--- src/rtl/control_sequencer.sv ---
// Hardwired fetch/decode/execute sequencer driving the Datapath control strobes.
// Optional single-step mode under `SINGLE_STEP_EN` (adds Step input and WAIT_STEP state).
module control_sequencer #(
    parameter int OPC_W = 5,
    parameter int CTL_W = 5
) (
    input  logic             Clock,
    input  logic             Reset,
    input  logic [31:0]      IR,
    input  logic             Mem_Ready,
    input  logic             Start,
    input  logic             Stop,
`ifdef SINGLE_STEP_EN
    input  logic             Step,
`endif
    output logic             PC_Out,
    output logic             ZLO_Out,
    output logic             MDR_Out,
    output logic             MAR_In,
    output logic             PC_In,
    output logic             MDR_In,
    output logic             IR_In,
    output logic             Y_In,
    output logic             Z_In,
    output logic             IncPC,
    output logic             Read,
    output logic             Gra,
    output logic             Grb,
    output logic             Grc,
    output logic             R_In,
    output logic             R_Out,
    output logic [CTL_W-1:0] CONTROL,
    output logic             Run
);

    typedef enum logic [3:0] {
        RESET_ST  = 4'd0,
        T0        = 4'd1,
        T1        = 4'd2,
        T2        = 4'd3,
        T3        = 4'd4,
        T4        = 4'd5,
        T5        = 4'd6,
        HALT      = 4'd7
`ifdef SINGLE_STEP_EN
        ,
        WAIT_STEP = 4'd8
`endif
    } state_e;

`ifdef SINGLE_STEP_EN
    localparam state_e INSTR_DONE = WAIT_STEP;
`else
    localparam state_e INSTR_DONE = T0;
`endif

    localparam logic [OPC_W-1:0] OPC_ADD  = OPC_W'(5'b01001);
    localparam logic [OPC_W-1:0] OPC_SUB  = OPC_W'(5'b01010);
    localparam logic [OPC_W-1:0] OPC_AND  = OPC_W'(5'b01011);
    localparam logic [OPC_W-1:0] OPC_OR   = OPC_W'(5'b01100);
    localparam logic [OPC_W-1:0] OPC_SHR  = OPC_W'(5'b01101);
    localparam logic [OPC_W-1:0] OPC_SHL  = OPC_W'(5'b01110);
    localparam logic [OPC_W-1:0] OPC_HALT = OPC_W'(5'b11011);

    state_e             state_q, state_d;
    logic [OPC_W-1:0]   opc_q, opc_d;
    logic [OPC_W-1:0]   ir_opc;
    logic               unused_ir;

    assign ir_opc    = IR[31 -: OPC_W];
    assign unused_ir = ^IR[31-OPC_W:0];

    function automatic logic is_alu(input logic [OPC_W-1:0] op);
        return op inside {OPC_ADD, OPC_SUB, OPC_AND, OPC_OR, OPC_SHR, OPC_SHL};
    endfunction

    function automatic logic [CTL_W-1:0] alu_ctl(input logic [OPC_W-1:0] op);
        logic [CTL_W-1:0] ctl;
        case (op)
            OPC_ADD: ctl = CTL_W'(0);
            OPC_SUB: ctl = CTL_W'(1);
            OPC_AND: ctl = CTL_W'(2);
            OPC_OR:  ctl = CTL_W'(3);
            OPC_SHR: ctl = CTL_W'(4);
            OPC_SHL: ctl = CTL_W'(5);
            default: ctl = '0;
        endcase
        return ctl;
    endfunction

    // Opcode is a data register: loaded in T3, consumed in T4, no reset needed.
    always_ff @(posedge Clock) begin
        if (Reset) begin
            state_q <= RESET_ST;
        end else begin
            state_q <= state_d;
        end
        opc_q <= opc_d;
    end

    always_comb begin
        state_d = state_q;
        opc_d   = opc_q;
        PC_Out  = 1'b0;
        ZLO_Out = 1'b0;
        MDR_Out = 1'b0;
        MAR_In  = 1'b0;
        PC_In   = 1'b0;
        MDR_In  = 1'b0;
        IR_In   = 1'b0;
        Y_In    = 1'b0;
        Z_In    = 1'b0;
        IncPC   = 1'b0;
        Read    = 1'b0;
        Gra     = 1'b0;
        Grb     = 1'b0;
        Grc     = 1'b0;
        R_In    = 1'b0;
        R_Out   = 1'b0;
        CONTROL = '0;
        Run     = (state_q != HALT) && (state_q != RESET_ST);

        case (state_q)
            RESET_ST: state_d = T0;
            T0: begin
                PC_Out  = 1'b1;
                MAR_In  = 1'b1;
                IncPC   = 1'b1;
                Z_In    = 1'b1;
                state_d = Stop ? HALT : T1;
            end
            // Reloading PC from an unchanged Z makes holding T1 during a stall harmless.
            T1: begin
                ZLO_Out = 1'b1;
                PC_In   = 1'b1;
                Read    = 1'b1;
                MDR_In  = 1'b1;
                if (Mem_Ready) state_d = T2;
            end
            T2: begin
                MDR_Out = 1'b1;
                IR_In   = 1'b1;
                state_d = T3;
            end
            T3: begin
                opc_d = ir_opc;
                if (is_alu(ir_opc)) begin
                    Grb     = 1'b1;
                    R_Out   = 1'b1;
                    Y_In    = 1'b1;
                    state_d = T4;
                end else if (ir_opc == OPC_HALT) begin
                    state_d = HALT;
                end else begin
                    state_d = INSTR_DONE;
                end
            end
            T4: begin
                Grc     = 1'b1;
                R_Out   = 1'b1;
                Z_In    = 1'b1;
                CONTROL = alu_ctl(opc_q);
                state_d = T5;
            end
            T5: begin
                ZLO_Out = 1'b1;
                Gra     = 1'b1;
                R_In    = 1'b1;
                state_d = INSTR_DONE;
            end
            HALT: begin
                if (Start) state_d = T0;
            end
`ifdef SINGLE_STEP_EN
            WAIT_STEP: begin
                if (Step) state_d = T0;
            end
`endif
            default: state_d = RESET_ST;
        endcase
    end

endmodule
--- config.mk ---
export PLATFORM = sky130hd
export DESIGN_NAME = control_sequencer
export DESIGN_NICKNAME = d
export VERILOG_FILES = /design/src/rtl/control_sequencer.sv
export SDC_FILE = /design/constraint.sdc
export NUM_CORES = 1
export LEC_CHECK = 0
export CORE_MARGIN = 3
export CORE_UTILIZATION = 29
export DETAILED_ROUTE_END_ITERATION = 6
export MAX_ROUTING_LAYER = met4
export PLACE_DENSITY = 0.78
export SETUP_SLACK_MARGIN = 0.3
export SLEW_MARGIN = 40
export SYNTH_ARGS = -nofsm -noshare
export SYNTH_HDL_FRONTEND = slang
export SYNTH_SLANG_ARGS = --single-unit
--- constraint.sdc ---
create_clock -name Clock -period 1.5 [get_ports Clock]
set_input_delay 0.3 -clock Clock [delete_from_list [all_inputs] [get_ports Clock]]
set_output_delay 0.3 -clock Clock [all_outputs]
set_load 0.01 [all_outputs]
==> results.sh <==
export IMPL_crit_type="flop to primary output"
export IMPL_hp_start="IR[29]"
export IMPL_hold_slack_ns=0.3244
export IMPL_cts_tree="yes"
export IMPL_finClkSkew_ns=0.004281
export IMPL_die_area_um2=2721
export IMPL_port_buffers=29
export IMPL_core_um2=1982
export IMPL_routabilityCongestion=0.7479
export IMPL_worst_slack_ns=-0.1367
export IMPL_grt_use_total_pct=16.78
export IMPL_drtIter0Drc=7
export IMPL_final_common_cell="buf_6"
export IMPL_syn_inst=71
export IMPL_rows=16
export IMPL_dp_cells=129
export IMPL_violations="setup timing"
export IMPL_start_util_pct=31.19
export IMPL_wire_per_inst_um=13.78
export IMPL_cts_max_path_buffers=2
export IMPL_p_leak_nw=0.5716
export IMPL_clk_pin_slew_worst_paths_ns=0.05
export IMPL_period_share_pct=109.1
export IMPL_worst_setup_path_end_kind="primary output"
export IMPL_clock_fmax_mhz=611.0
export IMPL_dp_hpwl_um=1280
export IMPL_cts_hold_buffers=0
export IMPL_route_detailed_drc=0
export IMPL_final_hold_viol_count=0
export IMPL_synth_area_um2=618.1
export IMPL_dr_pass1_iters=4
export IMPL_crit_fanout=3
export IMPL_antenna_found_initial=0
export IMPL_fin_cells=153
export IMPL_rsz0062_at_grt="true"
export IMPL_worstHoldPathType="primary input to flop"
export IMPL_cts_htree_levels=1
export IMPL_worstReg2RegStart="state_q[1]"
export IMPL_pin_count=59
export IMPL_drv_cap=0
export IMPL_vias_per_cell=4.824
export IMPL_period_needed_ns=1.637
export IMPL_die_width_um=52.17
export IMPL_root_buffer="clkbuf_4"
export IMPL_antenna_cells=0
export IMPL_grt_max_degree=8
export IMPL_area_growth_syn_to_layout_pct=111.1
export IMPL_grt_overflow=0
export IMPL_synth_avg_cell_area_um2=8.706
export IMPL_yosysWarnings=0
export IMPL_cp_start_kind="flop"
export IMPL_insertion_delay_ns=0.25
export IMPL_required_ns=1.20
export IMPL_ant_nets=0
export IMPL_nNetsFinal=164
export IMPL_cp_arrival_ns=1.34
export IMPL_mostFrequentLayoutCells="buf_6, buf_4, buf_2"
export IMPL_power_density_nw_per_um2=711.4
export IMPL_synth_ff_latch_count=8
export IMPL_ys_types=32
export IMPL_die_y_um=52.17
export IMPL_synth_edff_count=5
export IMPL_cp_startpoint="state_q[1]"
export IMPL_vias=738
export IMPL_dp_slack_ns=-0.6550
export IMPL_grt_pass1_wl_um=3229
export IMPL_synth_async_sr_flop_share_pct=0
export IMPL_synth_area_leader_cell="edfxtp_1"
export IMPL_synth_top_area_share_pct=24.29
export IMPL_numClockSinks=8
export IMPL_cts_buffers=3
export IMPL_drive_gt1_share_pct=71.43
export IMPL_ir_worst_vdd_mv=0.4206
export IMPL_setup_viol=14
export IMPL_ys_flop_type="edfxtp_1"
export IMPL_yosysSeqAreaShare_pct=34.01
export IMPL_status="finished, violations left"
export IMPL_yosys_top_cells_area="edfxtp_1, buf_4, dfxtp_1"
export IMPL_final_max_slew_violation_count=0
export IMPL_grt_pass1_vias=719
export IMPL_wirelength_um=2108
[power breakdown]
group          total, mW  internal (mW)  switching [mW]
combinational      0.488          0.270           0.218
clock              0.176          0.102          0.0737
sequential         0.265          0.253          0.0124
[cells in the mapped netlist, types with 2 or more instances]
master     n
nand3_1    2
inv_1      3
dfxtp_1    3
a21oi_1    3
nand4_1    2
nand2_1    6
nor2_1     8
edfxtp_1   5
buf_4     10
nor3_1     4
or3_1      2
nor2b_1    3
[final cells by class]
| cell class | count | area (um^2) |
|---|---|---|
| Tap cell | 27 | 33.78 |
| Inverter | 4 | 28.78 |
| Sequential cell | 8 | 214.0 |
| Clock buffer | 4 | 26.28 |
| Timing Repair Buffer | 62 | 550.5 |
| Fill cell | 145 | 676.9 |
| Multi-Input combinational cell | 48 | 451.7 |
[state kept, by name, indices dropped and copies added, names as in the netlist]
signal / flops
state_q: 3
opc_q: 5
[routing by layer]
layer  vias to the layer above  wire length (um)  track usage, %
met2                        33              1163           31.80
met5                         -                 0               -
met4                         0                34           5.957
met3                         4               130           3.152
li1                        353                 -               -
met1                       348               779           16.99
[stage by stage]
stage / instance area (um^2) / utilization [%] / setup TNS (ns) / power, mW
after detailed placement: 1013 / 51.14 / -4.972 / 0.5828
after global routing: 1305 / 65.85 / -1.761 / 0.9749
after global placement: 1013 / 51.14 / -4.657 / 0.5759
final: 1305 / 65.85 / -0.9222 / 0.9283
after CTS: 1206 / 60.86 / -0.9709 / 0.8645
after floorplan: 693.2 / - / 0 / 0.4596
[critical path, stage by stage (launching register included)]
cell and delay [ns]:
dfxtp_2 0.32, nand2b_4 0.14, or3_4 0.38, nor3_4 0.11, buf_2 0.14
[logic make-up (layout without fill, tap and decap cells)]
| group | Yosys count | in the layout | share of synthesized area, % |
|---|---|---|---|
| buffers and inverters | 16 | 70 | 17.20 |
| other | 1 | 2 | 0.6067 |
| xor gates and xnor gates | 1 | 1 | 1.417 |
| DFF | 8 | 8 | 34.01 |
| and+or+nand+nor | 34 | 34 | 32.19 |
| AOI/OAI and AO/OA | 11 | 11 | 14.57 |
[path summary, 6_finish.rpt]
kind | endpoint | slack (ns) | cells after the start
min | opc_q[2] | 0.32 | 2
min reg2reg | state_q[1] | 0.68 | 3
max reg2reg | state_q[2] | -0.02 | 7
max | CONTROL[0] | -0.14 | 4
[what timing repair did]
action | 4_1_cts | 5_1_grt
hold endpoints to repair | 0 | 0
setup buffers | 13 | 7
endpoints found under the setup margin | 26 | 23
resized for setup | 138 | 10
pin swaps | 16 | 12
Note: power is estimated with default switching activity, not from simulation.
